==> config.mk <==
export PLATFORM = sky130hd
export DESIGN_NAME = vend_fsm_multi
export DESIGN_NICKNAME = d
export VERILOG_FILES = /design/src/rtl/vend_fsm_multi.sv
export SDC_FILE = /design/constraint.sdc
export NUM_CORES = 1
export LEC_CHECK = 0
export CAP_MARGIN = 15
export CORE_UTILIZATION = 50
export CTS_BUF_LIST = sky130_fd_sc_hd__clkbuf_8
export DETAILED_ROUTE_END_ITERATION = 10
export PLACE_DENSITY_LB_ADDON = 0.25
export SETUP_SLACK_MARGIN = 0.05
export SYNTH_ARGS = -nofsm -noshare
export SYNTH_HDL_FRONTEND = slang
export SYNTH_SLANG_ARGS = --single-unit
==> constraint.sdc <==
create_clock -name clk -period 3.08 [get_ports clk]
set_input_delay 0.616 -clock clk [delete_from_list [all_inputs] [get_ports clk]]
set_output_delay 0.616 -clock clk [all_outputs]
set_load 0.005 [all_outputs]
==> src/rtl/vend_fsm_multi.sv <==
// -----------------------------------------------------------------------------
// vend_fsm_multi
//   Multi-product vending controller. Credit is collected from 5/10/20 rs
//   coins and counted in 5 rs units. A selection is checked against a packed
//   per-product price table. The product is dispensed through a valid/ready
//   handshake. Any remaining credit is then paid out one coin per handshake,
//   largest coin first. A cancel in CREDIT refunds the whole credit the same
//   way.
//
// Ports
//   clk, rst       clock (rising edge), synchronous active-high reset
//   coin_valid     coin present this cycle; coin_type 00=5, 01=10, 10=20,
//                  11=invalid
//   coin_accept    one-cycle pulse: coin kept
//   coin_reject    one-cycle pulse: coin returned
//   sel_valid      product selection strobe; sel_id selects the product
//   sel_nack       one-cycle pulse: selection refused
//   cancel         refund request strobe
//   vend_valid     dispense request; vend_id is the product being dispensed
//   vend_ready     dispenser accepted the product
//   change_valid   change coin request; change_coin 00=5, 01=10, 10=20
//   change_ready   hopper released the coin
//   credit         current credit in 5 rs units
//   busy           high in VEND or CHANGE
//   state_dbg      current FSM state (0=IDLE 1=CREDIT 2=VEND 3=CHANGE)
//
// Handshake rule for vend_* and change_*: a transfer happens on a rising edge
// where valid and ready are both high. Once valid is raised, it and its
// payload (vend_id / change_coin) stay constant until that edge. Ready may
// be high before valid without effect.
// -----------------------------------------------------------------------------
module vend_fsm_multi #(
  parameter int CREDIT_W   = 8,
  parameter int N_PROD     = 4,
  parameter int MAX_CREDIT = 40,
  parameter logic [N_PROD*CREDIT_W-1:0] PRICES = {8'd6, 8'd4, 8'd3, 8'd2}
) (
  input  logic                clk,
  input  logic                rst,
  input  logic                coin_valid,
  input  logic [1:0]          coin_type,
  output logic                coin_accept,
  output logic                coin_reject,
  input  logic                sel_valid,
  input  logic [3:0]          sel_id,
  output logic                sel_nack,
  input  logic                cancel,
  output logic                vend_valid,
  output logic [3:0]          vend_id,
  input  logic                vend_ready,
  output logic                change_valid,
  output logic [1:0]          change_coin,
  input  logic                change_ready,
  output logic [CREDIT_W-1:0] credit,
  output logic                busy,
  output logic [1:0]          state_dbg
);

  typedef enum logic [1:0] {
    S_IDLE   = 2'd0,
    S_CREDIT = 2'd1,
    S_VEND   = 2'd2,
    S_CHANGE = 2'd3
  } state_t;

  state_t state;

  assign state_dbg = state;

  // Largest change coin that does not exceed the given credit.
  function automatic logic [1:0] coin_for(input logic [CREDIT_W-1:0] c);
    if (c >= CREDIT_W'(4))      coin_for = 2'b10;
    else if (c >= CREDIT_W'(2)) coin_for = 2'b01;
    else                        coin_for = 2'b00;
  endfunction

  logic [CREDIT_W-1:0] coin_val;
  logic [CREDIT_W:0]   coin_sum;
  logic                coin_ok;
  logic                sel_ok;
  logic [CREDIT_W-1:0] sel_price;
  logic [CREDIT_W-1:0] vend_price;
  logic [CREDIT_W-1:0] vend_rem;
  logic [CREDIT_W-1:0] chg_val;
  logic [CREDIT_W-1:0] chg_rem;
  logic                cancel_take;

  always_comb begin
    coin_val = '0;
    case (coin_type)
      2'b00:   coin_val = CREDIT_W'(1);
      2'b01:   coin_val = CREDIT_W'(2);
      2'b10:   coin_val = CREDIT_W'(4);
      default: coin_val = '0;
    endcase
    // One extra bit so the overflow check cannot wrap.
    coin_sum = {1'b0, credit} + {1'b0, coin_val};
    coin_ok  = (coin_type != 2'b11) && (coin_sum <= (CREDIT_W+1)'(MAX_CREDIT));

    // The table lookup is a match loop, so an out-of-range sel_id never
    // indexes past the end of PRICES. It simply finds no product.
    sel_ok     = 1'b0;
    sel_price  = '0;
    vend_price = '0;
    for (int i = 0; i < N_PROD; i++) begin
      if (sel_id == 4'(i)) begin
        sel_ok    = 1'b1;
        sel_price = PRICES[i*CREDIT_W +: CREDIT_W];
      end
      if (vend_id == 4'(i)) begin
        vend_price = PRICES[i*CREDIT_W +: CREDIT_W];
      end
    end
    sel_ok   = sel_ok && (credit >= sel_price);
    vend_rem = credit - vend_price;

    chg_val = '0;
    case (change_coin)
      2'b00:   chg_val = CREDIT_W'(1);
      2'b01:   chg_val = CREDIT_W'(2);
      2'b10:   chg_val = CREDIT_W'(4);
      default: chg_val = '0;
    endcase
    chg_rem = credit - chg_val;

    // A cancel only acts in CREDIT. In IDLE it is ignored, so it must not
    // block the selection or the coin.
    cancel_take = cancel && (state == S_CREDIT);
  end

  always_ff @(posedge clk) begin
    if (rst) begin
      state        <= S_IDLE;
      credit       <= '0;
      coin_accept  <= 1'b0;
      coin_reject  <= 1'b0;
      sel_nack     <= 1'b0;
      vend_valid   <= 1'b0;
      vend_id      <= 4'd0;
      change_valid <= 1'b0;
      change_coin  <= 2'b00;
      busy         <= 1'b0;
    end else begin
      coin_accept <= 1'b0;
      coin_reject <= 1'b0;
      sel_nack    <= 1'b0;

      case (state)
        S_IDLE, S_CREDIT: begin
          if (cancel_take) begin
            state        <= S_CHANGE;
            busy         <= 1'b1;
            change_valid <= 1'b1;
            change_coin  <= coin_for(credit);
            if (coin_valid) coin_reject <= 1'b1;
          end else if (sel_valid && sel_ok) begin
            state      <= S_VEND;
            busy       <= 1'b1;
            vend_valid <= 1'b1;
            vend_id    <= sel_id;
            if (coin_valid) coin_reject <= 1'b1;
          end else begin
            // A refused selection does not consume the cycle. A coin
            // arriving with it is still judged on its own merits.
            if (sel_valid) sel_nack <= 1'b1;
            if (coin_valid) begin
              if (coin_ok) begin
                credit      <= coin_sum[CREDIT_W-1:0];
                coin_accept <= 1'b1;
                state       <= S_CREDIT;
              end else begin
                coin_reject <= 1'b1;
              end
            end
          end
        end

        S_VEND: begin
          if (coin_valid) coin_reject <= 1'b1;
          if (sel_valid)  sel_nack    <= 1'b1;
          if (vend_valid && vend_ready) begin
            credit     <= vend_rem;
            vend_valid <= 1'b0;
            if (vend_rem != '0) begin
              state        <= S_CHANGE;
              change_valid <= 1'b1;
              change_coin  <= coin_for(vend_rem);
            end else begin
              state <= S_IDLE;
              busy  <= 1'b0;
            end
          end
        end

        S_CHANGE: begin
          if (coin_valid) coin_reject <= 1'b1;
          if (sel_valid)  sel_nack    <= 1'b1;
          if (change_valid && change_ready) begin
            credit <= chg_rem;
            if (chg_rem != '0) begin
              change_coin <= coin_for(chg_rem);
            end else begin
              change_valid <= 1'b0;
              state        <= S_IDLE;
              busy         <= 1'b0;
            end
          end
        end

        default: state <= S_IDLE;
      endcase
    end
  end

endmodule

==> run_results.csv <==
group,metric,value,unit
global_route,overflow,0,
floorplanning,die_w,65.5,µm
placement,routabilityCongestion,0.877,
floorplanning,die_area,4290,µm²
finish,fin_area,2670,µm²
floorplanning,ios,35,
min_path,hold_class,"register to register",
global_route,first_global_vias,1903,
clocking,cts.sinks,22,
critical_path,arrival,3140,ps
synthesis,ys_async_sr_fraction,0,%
timing,slew_headroom,54.5,%
finish,final_cells,356,
synthesis,synth-edff-count,0,
synthesis,synth_area_per_cell,7.91,µm²
synthesis,yosys_warnings,0,
floorplanning,dieHeight,65.5,µm
timing,setup_viol,0,
detailed_routing,drt_pass1_iterations,4,
finish,utilization,70.7,%
synthesis,ys_types,64,
synthesis,synthesis.area,2020,µm²
outcome,status,"complete, no violations",
placement,dpl.hpwl,4050,µm
placement,place_area,2500,µm²
critical_path,crit_path_max_fanout,4,
critical_path,r2r_slack,110,ps
detailed_routing,drtIter0Drc,138,
clocking,numCtsBuffers,3,
synthesis,ys_ff_latch,22,
timing,period_needed,2970,ps
timing,clock.fmax,0.336,GHz
placement,pre_cts_ws,-530,ps
global_route,grt_pass1_wl,8950,µm
clocking,htreeDepth,1,
detailed_routing,wirelength,5760,µm
power,p_leak,1.12,nW
power,max-vdd-ir-drop,419,µV
detailed_routing,post_drt_wl_per_cell,16.2,µm
clocking,path_clk_slew,90,ps
detailed_routing,vias,2121,
clocking,cts_tree,"yes",
finish,nNetsFinal,337,
finish,layout-drive-gt1-share,20.5,%
placement,dp_cells,343,
power,power.density,864,nW/µm²
timing,fin_skew,5.06,ps
timing,worst_slack,108,ps
floorplanning,rows,22,
clocking,post_cts_hold_buffer_count,0,
critical_path,critPathLaunchType,"register",
finish,n_antenna_cell,0,
timing,fin_crit_sh,96.5,%
synthesis,yosysSeqAreaShare,21.8,%
global_route,antenna_found_initial,0,
detailed_routing,vias_per_cell,5.96,
synthesis,yosys_most_used_dff,"dfxtp_1",
synthesis,synthCells,255,
timing,slew_viol_final,0,
critical_path,worst_setup_path_end_kind,"register",
timing,rsz0062_at_grt,"no",
timing,whs,486,ps
floorplanning,initial_core_util,53.5,%
synthesis,syn_nets,283,
global_route,grt_max_degree,28,
timing,finalHoldViolCount,0,
run,maxCapViolations,0,
finish,mostFrequentLayoutCell,"clkdlybuf4s50_1",
placement,portBuffers,34,
finish,layout_common_cells,"32 x clkdlybuf4s50_1, 28 x buf_4, 23 x nor2_1, 23 x nand2_1, 20 x dfxtp_1",
detailed_routing,drc_errors,0,
detailed_routing,ant_nets,0,
global_route,groute.usage.overall,27.2,%
critical_path,worstSetupPathType,"register to register",
clocking,clk_path_buf_depth,2,
floorplanning,core,3770,µm²
timing,worst_pin_slew,679,ps
clocking,cts_root_buf,"clkbuf_8",
critical_path,crit_required,3250,ps
finish,area_growth,32.1,%
clocking,insertion_delay,270,ps
==> what timing repair did <==
item | in CTS | in global routing
pin swaps | 5 | 9
buffers inserted | 2 | 7
resized for setup | 6 | 14
endpoints found under the setup margin | 8 | 9
==> logic make-up (layout without fill, tap and decap cells) <==
family          count (synthesis)  count (layout)  share of synthesized area [%]
fa+ha+maj                      15              15                           10.4
xor+xnor                        5               5                           2.17
mux                            10              10                           5.21
flops                          22              22                           21.8
simple gates                  107             107                           29.2
compound gates                 68              68                           25.2
buf+inv                        28              81                           5.95
==> worst max-delay path, cell delays in order (launching register included) <==
cell and delay [ps]:
dfxtp_2 360, nor2_2 60, and3_1 180, ha_2 180
fa_2 390, xnor2_2 160, or4_4 430, a2111oi_4 470
a21oi_2 150, o211ai_4 140, mux2_2 350
==> metal layers <==
layer	global-route usage, %	wire length, µm	share of wire (%)
met1	33.9	2460	43
met2	48.6	2910	51
met3	2.26	294	5.1
met4	9.51	91	1.6
met5	0	0	0
==> per-stage QoR <==
| stage | TNS [ps] | power, W |
|---|---|---|
| 2_1_floorplan | 0 | 0.00144 |
| 6_report | 0 | 0.00230 |
| 5_1_grt | 0 | 0.00249 |
| 4_1_cts | 0 | 0.00221 |
| 3_3_place_gp | -1880 | 0.00190 |
| 3_5_place_dp | -3340 | 0.00191 |
==> where the power goes <==
group	switching, W	internal [W]
clock network	0.000108	0.000174
logic	0.000786	0.000739
registers	0.000138	0.000360
total	0.00103	0.00127
==> flip-flops by register name, summed over array words and instances (netlist names) <==
| signal | flops |
|---|---|
| coin_accept | 1 |
| coin_reject | 1 |
| busy | 1 |
| state_dbg | 2 |
| sel_nack | 1 |
| vend_valid | 1 |
| change_valid | 1 |
| change_coin | 2 |
| credit | 8 |
| vend_id | 4 |
==> area by class of cell <==
class	instances	area, µm²
flip-flops and latches	22	443
fillers	293	1100
clock buffers	3	41.3
multi-input cells	205	1500
repair buffers	62	541
inverters	15	56.3
clock inverters	1	30.0
well taps	48	60.1
==> worst paths after layout <==
kind         cells past startpoint        endpoint  startpoint
max                             10  change_coin[1]  vend_id[3]
min                              2      vend_valid  vend_valid
max reg2reg                     10  change_coin[1]  vend_id[3]
min reg2reg                      2      vend_valid  vend_valid
==> cells in the mapped netlist, types with 2 or more instances <==
| library cell | instances | area share [%] |
|---|---|---|
| clkbuf_1 | 7 | 1.3 |
| a31oi_1 | 3 | 0.93 |
| nand3_1 | 7 | 1.7 |
| nor4b_1 | 2 | 0.87 |
| dfxtp_1 | 22 | 22 |
| o21a_1 | 2 | 0.74 |
| a21oi_2 | 2 | 0.87 |
| o211ai_1 | 2 | 0.74 |
| o21ai_0 | 11 | 2.7 |
| o311a_1 | 2 | 0.99 |
| buf_2 | 3 | 0.74 |
| or4b_1 | 2 | 0.99 |
| nor2_1 | 25 | 4.6 |
| o31ai_1 | 2 | 0.74 |
| inv_1 | 15 | 2.8 |
| nand2b_1 | 9 | 2.8 |
| nor3b_1 | 2 | 0.74 |
| fa_1 | 3 | 3.0 |
| or3_1 | 2 | 0.62 |
| xnor2_1 | 3 | 1.3 |
| nand4_1 | 2 | 0.62 |
| nor2b_1 | 9 | 2.8 |
| o32ai_1 | 2 | 0.87 |
| nand2_1 | 23 | 4.3 |
| ha_1 | 12 | 7.4 |
| a211oi_1 | 5 | 1.9 |
| mux2_2 | 3 | 1.7 |
| a21o_2 | 2 | 0.87 |
| xor2_1 | 2 | 0.87 |
| a21o_1 | 5 | 1.9 |
| a21oi_1 | 14 | 3.5 |
| and2_1 | 3 | 0.93 |
| and3_1 | 5 | 1.5 |
| a2111oi_0 | 3 | 1.3 |
| nor3_1 | 5 | 1.2 |
| mux2i_1 | 6 | 3.0 |
Note: power is estimated with default switching activity, not from simulation.
